**config.mk**
```make
export PLATFORM = sky130hd
export DESIGN_NAME = mef1_reservatorio_flat
export DESIGN_NICKNAME = d
export VERILOG_FILES = /design/src/rtl/mef1_reservatorio_if.sv /design/src/rtl/mef1_reservatorio.sv /design/src/flat_wrapper.sv
export SDC_FILE = /design/constraint.sdc
export NUM_CORES = 1
export LEC_CHECK = 0
export CORE_ASPECT_RATIO = 0.9
export CORE_MARGIN = 2
export CORE_UTILIZATION = 54
export DETAILED_ROUTE_END_ITERATION = 10
export GPL_ROUTABILITY_DRIVEN = 0
export PLACE_DENSITY = 0.81
export SLEW_MARGIN = 20
export SYNTH_ARGS = -nofsm -noshare
export SYNTH_HDL_FRONTEND = slang
export SYNTH_SLANG_ARGS = --single-unit
```
**constraint.sdc**
```tcl
create_clock -name clk -period 2.95 [get_ports clk]
set_clock_uncertainty 0.05 [all_clocks]
set_input_delay 0.59 -clock clk [delete_from_list [all_inputs] [get_ports clk]]
set_output_delay 0.59 -clock clk [all_outputs]
set_load 0.02 [all_outputs]
```
**src/rtl/mef1_reservatorio_if.sv**
```systemverilog
// ---------------------------------------------------------------------------
// mef1_reservatorio_if
// Bundle of sensor inputs and valve/status outputs of the reservoir FSM.
//   s_baixo/s_medio/s_alto : tank level marks (low/middle/high)
//   seco                   : raw soil-dry sensor
//   limpeza                : cleaning request (level)
//   erro_rega              : error flag from the irrigation validator
//   mef1                   : 2-bit state code
//   VE / VS                : fill / drain valves
//   erro_nivel             : level-sensor inconsistency flag
// master = environment side, slave = reservoir FSM side.
// ---------------------------------------------------------------------------
interface mef1_reservatorio_if;
   logic       s_baixo;
   logic       s_medio;
   logic       s_alto;
   logic       seco;
   logic       limpeza;
   logic       erro_rega;
   logic [1:0] mef1;
   logic       VE;
   logic       VS;
   logic       erro_nivel;

   modport master (
      output s_baixo, s_medio, s_alto, seco, limpeza, erro_rega,
      input  mef1, VE, VS, erro_nivel
   );

   modport slave (
      input  s_baixo, s_medio, s_alto, seco, limpeza, erro_rega,
      output mef1, VE, VS, erro_nivel
   );
endinterface

```
**src/rtl/mef1_reservatorio.sv**
```systemverilog
// ---------------------------------------------------------------------------
// mef1_reservatorio
// Reservoir manager FSM (MEF1): fills the tank, runs timed drain/cleaning
// cycles, debounces the soil-dry sensor and hands the REGA state to the
// irrigation validator through the mef1 code.
//   clk      : system clock, rising edge
//   reset_n  : asynchronous active-low reset
//   bus      : slave side of mef1_reservatorio_if (sensors in, valves out)
// All outputs are registered; they reflect inputs sampled one edge earlier.
// ---------------------------------------------------------------------------
module mef1_reservatorio #(
   parameter int DEB_CICLOS  = 16,
   parameter int LIMP_CICLOS = 64
) (
   input  logic                  clk,
   input  logic                  reset_n,
   mef1_reservatorio_if.slave    bus
);

   localparam int DW = (DEB_CICLOS  > 1) ? $clog2(DEB_CICLOS)  : 1;
   localparam int LW = (LIMP_CICLOS > 1) ? $clog2(LIMP_CICLOS) : 1;
   localparam logic [DW-1:0] DEB_MAX  = DW'(DEB_CICLOS - 1);
   localparam logic [LW-1:0] LIMP_MAX = LW'(LIMP_CICLOS - 1);

   typedef enum logic [1:0] {
      ESPERA   = 2'b00,
      ENCHENDO = 2'b01,
      LIMPEZA  = 2'b10,
      REGA     = 2'b11
   } estado_t;

   estado_t       r_estado;
   estado_t       w_prox;
   logic          r_seco_filt;
   logic [DW-1:0] r_deb_cnt;
   logic [LW-1:0] r_limp_cnt;
   logic          r_ve;
   logic          r_vs;
   logic          r_erro_nivel;
   logic          w_incons;

   // Water can only sit above a mark if it is above every lower mark.
   assign w_incons = (bus.s_alto & ~bus.s_medio) | (bus.s_medio & ~bus.s_baixo);

   always_comb begin
      w_prox = r_estado;
      if (w_incons)
         w_prox = ESPERA;
      else if (bus.limpeza && r_estado != LIMPEZA)
         w_prox = LIMPEZA;
      else begin
         unique case (r_estado)
            ESPERA: begin
               if (!bus.s_baixo)     w_prox = ENCHENDO;
               else if (r_seco_filt) w_prox = REGA;
            end
            ENCHENDO: begin
               if (bus.s_alto) w_prox = ESPERA;
            end
            LIMPEZA: begin
               // Drain until empty, but never leave before the minimum dwell.
               if (r_limp_cnt == LIMP_MAX && !bus.s_baixo) w_prox = ENCHENDO;
            end
            REGA: begin
               if (bus.erro_rega)     w_prox = ESPERA;
               else if (!bus.s_baixo) w_prox = ENCHENDO;
               else if (!r_seco_filt) w_prox = ESPERA;
            end
            default: w_prox = ESPERA;
         endcase
      end
   end

   always_ff @(posedge clk or negedge reset_n) begin
      if (!reset_n) begin
         r_estado     <= ESPERA;
         r_ve         <= 1'b0;
         r_vs         <= 1'b0;
         r_erro_nivel <= 1'b0;
         r_seco_filt  <= 1'b0;
         r_deb_cnt    <= '0;
         r_limp_cnt   <= '0;
      end else begin
         r_estado     <= w_prox;
         r_ve         <= (w_prox == ENCHENDO);
         r_vs         <= (w_prox == LIMPEZA);
         r_erro_nivel <= w_incons;

         // Debounce: filtered value flips only after a sustained disagreement.
         if (bus.seco == r_seco_filt)
            r_deb_cnt <= '0;
         else if (r_deb_cnt == DEB_MAX) begin
            r_seco_filt <= ~r_seco_filt;
            r_deb_cnt   <= '0;
         end else
            r_deb_cnt <= r_deb_cnt + 1'b1;

         // Cleaning timer runs only while in LIMPEZA and saturates.
         if (r_estado != LIMPEZA)
            r_limp_cnt <= '0;
         else if (r_limp_cnt != LIMP_MAX)
            r_limp_cnt <= r_limp_cnt + 1'b1;
      end
   end

   assign bus.mef1       = r_estado;
   assign bus.VE         = r_ve;
   assign bus.VS         = r_vs;
   assign bus.erro_nivel = r_erro_nivel;

endmodule

```
**src/flat_wrapper.sv**
```systemverilog
// flat-port wrapper written by rule: the top's interface ports become plain ports
module mef1_reservatorio_flat 
#(
   parameter int DEB_CICLOS  = 16,
   parameter int LIMP_CICLOS = 64
)
  (clk, reset_n, bus_s_baixo, bus_s_medio, bus_s_alto, bus_seco, bus_limpeza, bus_erro_rega, bus_mef1, bus_VE, bus_VS, bus_erro_nivel);
  mef1_reservatorio_if bus_i ();
  input  logic clk;
  input  logic reset_n;
  input wire logic [$bits(bus_i.s_baixo)-1:0] bus_s_baixo;
  input wire logic [$bits(bus_i.s_medio)-1:0] bus_s_medio;
  input wire logic [$bits(bus_i.s_alto)-1:0] bus_s_alto;
  input wire logic [$bits(bus_i.seco)-1:0] bus_seco;
  input wire logic [$bits(bus_i.limpeza)-1:0] bus_limpeza;
  input wire logic [$bits(bus_i.erro_rega)-1:0] bus_erro_rega;
  output wire logic [$bits(bus_i.mef1)-1:0] bus_mef1;
  output wire logic [$bits(bus_i.VE)-1:0] bus_VE;
  output wire logic [$bits(bus_i.VS)-1:0] bus_VS;
  output wire logic [$bits(bus_i.erro_nivel)-1:0] bus_erro_nivel;
  assign bus_i.s_baixo = bus_s_baixo;
  assign bus_i.s_medio = bus_s_medio;
  assign bus_i.s_alto = bus_s_alto;
  assign bus_i.seco = bus_seco;
  assign bus_i.limpeza = bus_limpeza;
  assign bus_i.erro_rega = bus_erro_rega;
  assign bus_mef1 = bus_i.mef1;
  assign bus_VE = bus_i.VE;
  assign bus_VS = bus_i.VS;
  assign bus_erro_nivel = bus_i.erro_nivel;
  mef1_reservatorio #(.DEB_CICLOS(DEB_CICLOS), .LIMP_CICLOS(LIMP_CICLOS)) u_core (.clk(clk), .reset_n(reset_n), .bus(bus_i));
endmodule
```
==> Word-level counts from Yosys, hierarchy flattened <==
Index checks and enable logic that the tools add are counted.
{ "totals": {"register_bits": 16} }
{ "classes": {"n_eq_ne": 10, "bitwise_logic": 7, "mux": 14, "addsub": 2, "n_reduce_logical": 6} }
{ "op_table": {"columns": ["operator", "count"], "rows": [
  ["2-to-1 mux 2 bit", 9],
  ["2-to-1 mux 6 bit", 2],
  ["2-to-1 mux 4 bit", 2],
  ["case mux 2 bit (4 select lines)", 1],
  ["adder 6 x 1 -> 6 bit, second input constant", 1],
  ["equality test 2 bit, second input constant", 3],
  ["equality test 6 bit, second input constant", 1],
  ["inequality test 6 bit, second input constant", 1],
  ["adder 4 x 1 -> 4 bit, second input constant", 1],
  ["equality test 2 x 1 -> 1 bit, second input constant", 2],
  ["equality test 4 bit, second input constant", 1],
  ["inverter 1 bit", 4],
  ["AND 1 bit", 2],
  ["logical AND 1 bit", 2],
  ["logical NOT 2 bit", 1],
  ["inequality test 2 bit, second input constant", 1],
  ["AND reduction 2 bit", 1],
  ["nonzero test 2 bit", 1],
  ["equality test 1 bit", 1],
  ["logical NOT 1 bit", 1],
  ["bitwise OR 1 bit", 1]
]} }

==> Depth between registers and ports, before layout <==
Gate-level depths: netlist (run 1).
{ "logic_depth": {"word_depth": 7, "ltp_mapped": 5, "depth_no_buf": 4} }

==> Worst setup path after synthesis (run 1) <==
No wires, ideal clock.
{ "synth_timing": {"kind": "input to register", "start": "input bus_erro_rega", "end": "register u_core.r_ve (netlist: u_core.bus.VE)", "t_arrival_ns": 1.284, "cell_stages": 4, "path_buffers": 0, "slack_ns": 1.550, "path_cell_list": "and2b_2 > o211a_1 > o32ai_2 > and2_1"} }
{ "synth_between": {"elab_chain_cells": 5} }
{ "synth_lines": {"columns": ["element", "line", "text"], "rows": [
  ["from (decl)", "flat_wrapper.sv:16", "input wire logic [$bits(bus_i.erro_rega)-1:0] bus_erro_rega;"],
  ["2-to-1 mux 2 bit", "mef1_reservatorio.sv:65", "if (bus.erro_rega) w_prox = ESPERA;"],
  ["case mux 2 bit (4 select lines)", "mef1_reservatorio.sv:52", "unique case (r_estado)"],
  ["2-to-1 mux 2 bit", "mef1_reservatorio.sv:49", "else if (bus.limpeza && r_estado != LIMPEZA)"],
  ["2-to-1 mux 2 bit", "mef1_reservatorio.sv:47", "if (w_incons)"],
  ["equality test 2 x 1 -> 1 bit", "mef1_reservatorio.sv:85", "r_ve <= (w_prox == ENCHENDO);"],
  ["to (signal assigned)", "mef1_reservatorio.sv:85", null],
  ["to (decl)", "mef1_reservatorio.sv:37", "logic r_ve;"]
]} }
Every way passes these cells.
A chain may end at the register's enable or synchronous reset.

==> Worst setup path in the final report (run 1) <==
{ "layout_timing": {"start": "register u_core.r_estado[0] (netlist: u_core.bus.mef1[0])", "end": "output bus_mef1[0]"} }
{ "layout_rtl": {"columns": ["element", "line", "text"], "rows": [
  ["from (decl)", "mef1_reservatorio.sv:32", "estado_t r_estado;"],
  ["from (signal assigned)", "mef1_reservatorio.sv:84", "r_estado <= w_prox;"],
  ["to (decl)", "flat_wrapper.sv:17", "output wire logic [$bits(bus_i.mef1)-1:0] bus_mef1;"]
]} }
No word-level cell between the ends.

==> impl_metrics.csv, run 1 <==
group,metric,value,unit
critical_path,rr_endpoint,"u_core.bus.VE",
worst_hold_path,hold_start,"u_core.r_deb_cnt[0]",
sta,finalSetupTns,0,ps
logic_synthesis,synthFlopType,"dfrtp_1",
sta,hold_viol_final,0,
clock_network,cts_hold_buf,0,
global_routing,grt_pass1_wl,2408,um
layout,area_growth,20.83,%
critical_path,cp_slowest_cell,"clkdlybuf4s50_1",
clock_network,h-tree-depth,1,
critical_path,r2r_cells,4,
power,power.density,517.9,nW/um^2
logic_synthesis,synth_cells,68,
placement,portBuffers,12,
floorplanning,chipWidth,44.08,um
power,p_int,0.0003542,W
layout,diodes,0,
floorplanning,ios,13,
layout,fillCellCount,96,
power,total_power,0.0004885,W
sta,timing.slew.headroom,0.5400,
critical_path,timing.reg2reg.setup_slack,1360,ps
worst_hold_path,hold_path.class,"reg2reg",
logic_synthesis,synth_area,780.7,sq um
clock_network,path_clk_slew,90,ps
sta,grt_setup_unrepaired,"false",
floorplanning,core_area,1291,sq um
logic_synthesis,syn_nets,78,
global_routing,antenna_found_initial,0,
sta,slew_viol_final,0,
critical_path,critPathArrivalTime,1400,ps
routing,wirelength,1469,um
critical_path,worstPathCellList,"clkdlybuf4s50_1",
logic_synthesis,synth_seq_cells,16,
logic_synthesis,synthDistinctLibCells,28,
critical_path,crit_family,"buffers and inverters",
power,p_sw,0.0001343,W
critical_path,required,2310,ps
sta,worst_pin_slew,687.8,ps
layout,seq_area,400.4,sq um
sta,finalSetupViolCount,0,
routing,drt_iter0_markers,10,
clock_network,cts_tree,"yes",
routing,wl_per_cell,15.14,um
flow_run,drv_cap,0,
power,p_comb_frac,0.177,
power,swShare,0.2749,
floorplanning,dieArea,1766,sq um
sta,period_share,0.6911,
routing,ant_nets,0,
logic_synthesis,netlist_top_cells_area,"dfrtp_1 51%, xnor2_1 3.4%, a31oi_1 3.2%",
outcome,status,"complete, no violations",
critical_path,critPathMaxStageDelay,640,ps
routing,vias,573,
critical_path,crit_buf_inv,1,
sta,max_freq,490.5,MHz
logic_synthesis,synth_edf_count,0,
clock_network,clock_insertion_delay_worst_skew,290,ps
worst_hold_path,whs_endpoint,"u_core.r_deb_cnt[0]",
worst_hold_path,holdPathStages,1,
power,seqPwrFrac,0.521,
clock_network,cts_inserted_buffers,3,
critical_path,worst-path-max-fanout,7,
clock_network,clockBufferDepth,2,
clock_network,root_buffer,"clkbuf_4",
routing,drc,0,
critical_path,crit_type,"reg2out",
global_routing,grt_overflow,0,
routing,first_pass_iters,4,
power,leakage,0.4151,nW
floorplanning,die_h,40.07,um
logic_synthesis,yosysTopAreaCell,"dfrtp_1",
clock_network,cts_resized,0,
global_routing,grt_pass1_vias,530,
layout,fin_nets,94,
power,power.share.clock,0.302,
logic_synthesis,synth.most_common_cell,"dfrtp_1",
global_routing,grt_max_degree,17,
sta,finalCriticalPeriod,2039,ps
power,ir_drop,0.2914,mV
logic_synthesis,ys_warn_count,0,
logic_synthesis,async_flop_share,1.000,
layout,multiInputGateArea,357.8,sq um
global_routing,grt_use_total,0.2115,
logic_synthesis,avgSynthCellArea,11.48,sq um
routing,viasPerCell,5.907,
logic_synthesis,synth_top_area_frac,0.5128,
logic_synthesis,seq_area_frac_synth,0.5128,
floorplanning,initial_utilization,0.6047,
placement,dp_hpwl,1074,um
critical_path,r2r_start,"u_core.r_limp_cnt[0]",
clock_network,cts_sinks,16,
floorplanning,rows,12,
critical_path,critPathLaunchType,"flip-flop",
clock_network,cts_setup_buffers,0,
critical_path,end_kind,"output pin",
logic_synthesis,synthTopCellsByCount,"16 x dfrtp_1, 5 x nor2_1, 4 x a21oi_1, 4 x a31oi_1, 4 x nand3_1",
layout,drive_gt1_frac,0.1325,
cell usage in the layout, fill, tap and decap left out, drive strengths merged, types with 3 or more instances in the layout:
cell	synthesis	final
clkbuf	0	4
nor2	5	5
clkdlybuf4s50	0	12
nor3b	3	3
nor3	3	3
inv	3	3
dfrtp	16	16
xnor2	3	3
a31oi	4	4
nand3	5	5
a21oi	4	4
kinds of logic (layout without fill, tap and decap cells):
logic type,Yosys count,after routing,synth area share
compound gates,14,14,0.1362
simple gates,25,25,0.2051
flops,16,16,0.5128
buf+inv,4,19,0.02884
mux,3,3,0.04006
xor+xnor,4,4,0.04488
fa+ha+maj,2,2,0.03205
worst max-delay path by stage:
stage | startpoint | endpoint | cells past startpoint
5_1_grt | u_core.bus.mef1[0] | bus_mef1[0] | 1
3_5_place_dp | bus_s_baixo | u_core.bus.VS | 5
2_1_floorplan | bus_erro_rega | u_core.bus.VE | 4
3_3_place_gp | bus_s_baixo | u_core.bus.VE | 5
6_report | u_core.bus.mef1[0] | bus_mef1[0] | 1
4_1_cts | u_core.bus.mef1[0] | bus_mef1[0] | 1
final cells by class:
cell class	instances	share of cell area
Sequential cell	16	0.4244
Multi-Input combinational cell	48	0.3793
Timing Repair Buffer	12	0.1273
Clock buffer	4	0.03846
Tap cell	14	0.01857
Inverter	3	0.01194
metal layers:
metal	up-vias	routed length, um	global-route usage
met5	-	0	0
met4	0	34	0.1591
met3	6	123	0.09009
met2	31	628	0.2941
met1	260	683	0.2621
li1	276	-	-
power by group through the flow:
stage          Sequential (W)  Combinational [W]  Clock (W)
6_report             0.000255          0.0000863   0.000148
5_1_grt              0.000258          0.0000952   0.000164
4_1_cts              0.000255          0.0000864   0.000155
3_5_place_dp         0.000258          0.0000858          0
3_3_place_gp         0.000258          0.0000837          0
2_1_floorplan        0.000263          0.0000460          0
per-stage QoR:
step | util | hold slack (ps) | instances | worst slack [ps] | instance area (sq um)
3_5_place_dp | 0.7025 | 441.6 | 93 | 896.9 | 907.1
6_report | 0.7306 | 456.7 | 97 | 911.3 | 943.4
4_1_cts | 0.7306 | 456.6 | 97 | 889.5 | 943.4
3_3_place_gp | 0.7025 | 429.7 | 93 | 961.3 | 907.1
5_1_grt | 0.7306 | 487.4 | 97 | 847.4 | 943.4
2_1_floorplan | - | 244.4 | 68 | 1550 | 780.7
registers in the layout, summed over array words and instances, names as in the netlist:
signal                 count
u_core.r_seco_filt         1
u_core.bus.mef1            2
u_core.bus.erro_nivel      1
u_core.r_limp_cnt          6
u_core.bus.VS              1
u_core.bus.VE              1
u_core.r_deb_cnt           4
(Power assumes the default switching activity.)
==> inputs of run 2 (changes only) <==
Settings changed: CORE_UTILIZATION 54 to 50, PLACE_DENSITY 0.81 to 0.76.
Clock period 2.95 ns to 2.1 ns, I/O delays scaled along.
==> run 2 against run 1 <==
  * Via count increased by 0.35%
  * Sequential cell count unchanged
  * Critical path depth unchanged
  * Critical endpoint unchanged
==> impl_metrics.csv, run 2 (same netlist as run 1, synthesis figures left out) <==
group,metric,value,unit
clock_network,cts_hold_buf,0,
sta,grt_setup_unrepaired,"false",
floorplanning,ios,13,
clock_network,cts_sinks,16,
clock_network,clock_insertion_delay_worst_skew,290,ps
critical_path,crit_end,"bus_mef1[0]",
critical_path,cp_slowest_cell,"clkdlybuf4s50_1",
layout,final_cell_mix,"16 x dfrtp_1, 12 x clkdlybuf4s50_1, 5 x nor2_1",
power,seqPwrFrac,0.523,
critical_path,critPathArrivalTime,1380,ps
power,power.share.clock,0.302,
routing,ant_nets,0,
critical_path,rr_endpoint,"u_core.bus.VE",
floorplanning,initial_utilization,0.5393,
power,p_sw,0.0001841,W
placement,dp_cells,95,
global_routing,antenna_found_initial,0,
floorplanning,rows,13,
critical_path,cp.depth,1,
critical_path,worst-path-max-fanout,7,
power,p_comb_frac,0.176,
power,power.density,716.9,nW/um^2
layout,fillCellCount,117,
critical_path,r2r_start,"u_core.r_limp_cnt[0]",
clock_network,root_buffer,"clkbuf_4",
global_routing,grt_pass1_vias,545,
sta,finalSetupViolCount,0,
clock_network,path_clk_slew,90,ps
sta,max_freq,540.3,MHz
floorplanning,core_area,1448,sq um
sta,period_share,0.8813,
power,leakage,0.4199,nW
global_routing,use_met3,0.09130,
layout,largest-register,"u_core.r_limp_cnt",
critical_path,timing.reg2reg.setup_slack,540,ps
critical_path,end_kind,"output pin",
placement,portBuffers,12,
clock_network,cts_setup_buffers,0,
global_routing,grt_pass1_wl,2387,um
layout,drive_gt1_frac,0.1429,
critical_path,worstPathCellList,"clkdlybuf4s50_1",
sta,timing.slew.headroom,0.7522,
sta,hold_viol_final,0,
layout,multiInputGateArea,357.8,sq um
sta,slew_viol_final,0,
global_routing,grt_overflow,0,
critical_path,r2r_cells,4,
clock_network,cts_tree,"yes",
floorplanning,die_h,41.49,um
power,ir_drop,0.3866,mV
sta,timing.hold.ws,388.8,ps
global_routing,groute.layer.met2.usage,0.2451,
global_routing,grt_max_degree,17,
clock_network,clockBufferDepth,2,
power,swShare,0.2696,
layout,final_common_cell,"dfrtp_1",
clock_network,cts_resized,0,
layout,diodes,0,
outcome,status,"complete, no violations",
floorplanning,chipWidth,45.66,um
routing,drc,0,
layout,area_growth,21.96,%
routing,drt_iter0_markers,3,
critical_path,startpoint,"u_core.bus.mef1[0]",
clock_network,h-tree-depth,1,
sta,finalSetupTns,0,ps
worst_hold_path,hold_path.class,"in2async",
layout,fin_nets,95,
routing,wl_per_cell,14.00,um
layout,final-instance-count-excl-fill,99,
global_routing,grt_use_total,0.1825,
sta,worst_pin_slew,361.3,ps
global_routing,met1_usage,0.2493,
layout,largest_reg_flops,6,
critical_path,required,1630,ps
critical_path,crit_family,"buffers and inverters",
clock_network,cts_inserted_buffers,3,
critical_path,crit_buf_inv,1,
routing,vias,575,
sta,finalCriticalPeriod,1851,ps
global_routing,grt_busiest_layer,"met1",
placement,dp_hpwl,985.4,um
critical_path,critPathLaunchType,"flip-flop",
routing,wirelength,1386,um
flow_run,drv_cap,0,
layout,seq_area,400.4,sq um
routing,viasPerCell,5.808,
routing,first_pass_iters,3,
floorplanning,dieArea,1894,sq um
critical_path,critPathMaxStageDelay,640,ps
power,p_int,0.0004985,W
critical_path,crit_type,"reg2out",
## run 2: area by class of cell
class / instances / share of cell area
Multi-Input combinational cell: 48 / 0.3758
Tap cell: 15 / 0.01971
Timing Repair Buffer: 13 / 0.1340
Clock buffer: 4 / 0.03811
Sequential cell: 16 / 0.4205
Inverter: 3 / 0.01183
## run 2: per-layer routing
metal	wire length (um)	vias to the layer above
li1	-	280
met1	687	278
met2	619	12
met3	59	5
met4	21	0
met5	0	-
## run 2: metrics by stage
step	setup WS [ps]	total power (W)	util	cell area, sq um
2_1_floorplan	742.5	0.0004334	-	780.7
3_3_place_gp	267.8	0.0004801	0.6327	915.9
3_5_place_dp	218.0	0.0004828	0.6327	915.9
4_1_cts	221.4	0.0006952	0.6577	952.2
5_1_grt	178.6	0.0007290	0.6577	952.2
6_report	249.2	0.0006826	0.6577	952.2
## run 2: worst min-delay path by stage
stage / depth (start not counted) / end
2_1_floorplan: 0 / u_core.bus.VE
3_3_place_gp: 1 / u_core.r_deb_cnt[0]
3_5_place_dp: 1 / u_core.r_deb_cnt[0]
4_1_cts: 2 / u_core.bus.mef1[1]
5_1_grt: 2 / u_core.bus.mef1[1]
6_report: 2 / u_core.bus.mef1[1]
## run 2: power groups by stage
stage | clock, W | combinational, W | sequential [W]
finish | 0.000206 | 0.000120 | 0.000357
global route | 0.000233 | 0.000135 | 0.000361
CTS | 0.000217 | 0.000122 | 0.000356
detailed placement | 0 | 0.000121 | 0.000362
global placement | 0 | 0.000119 | 0.000361
floorplan | 0 | 0.0000646 | 0.000369
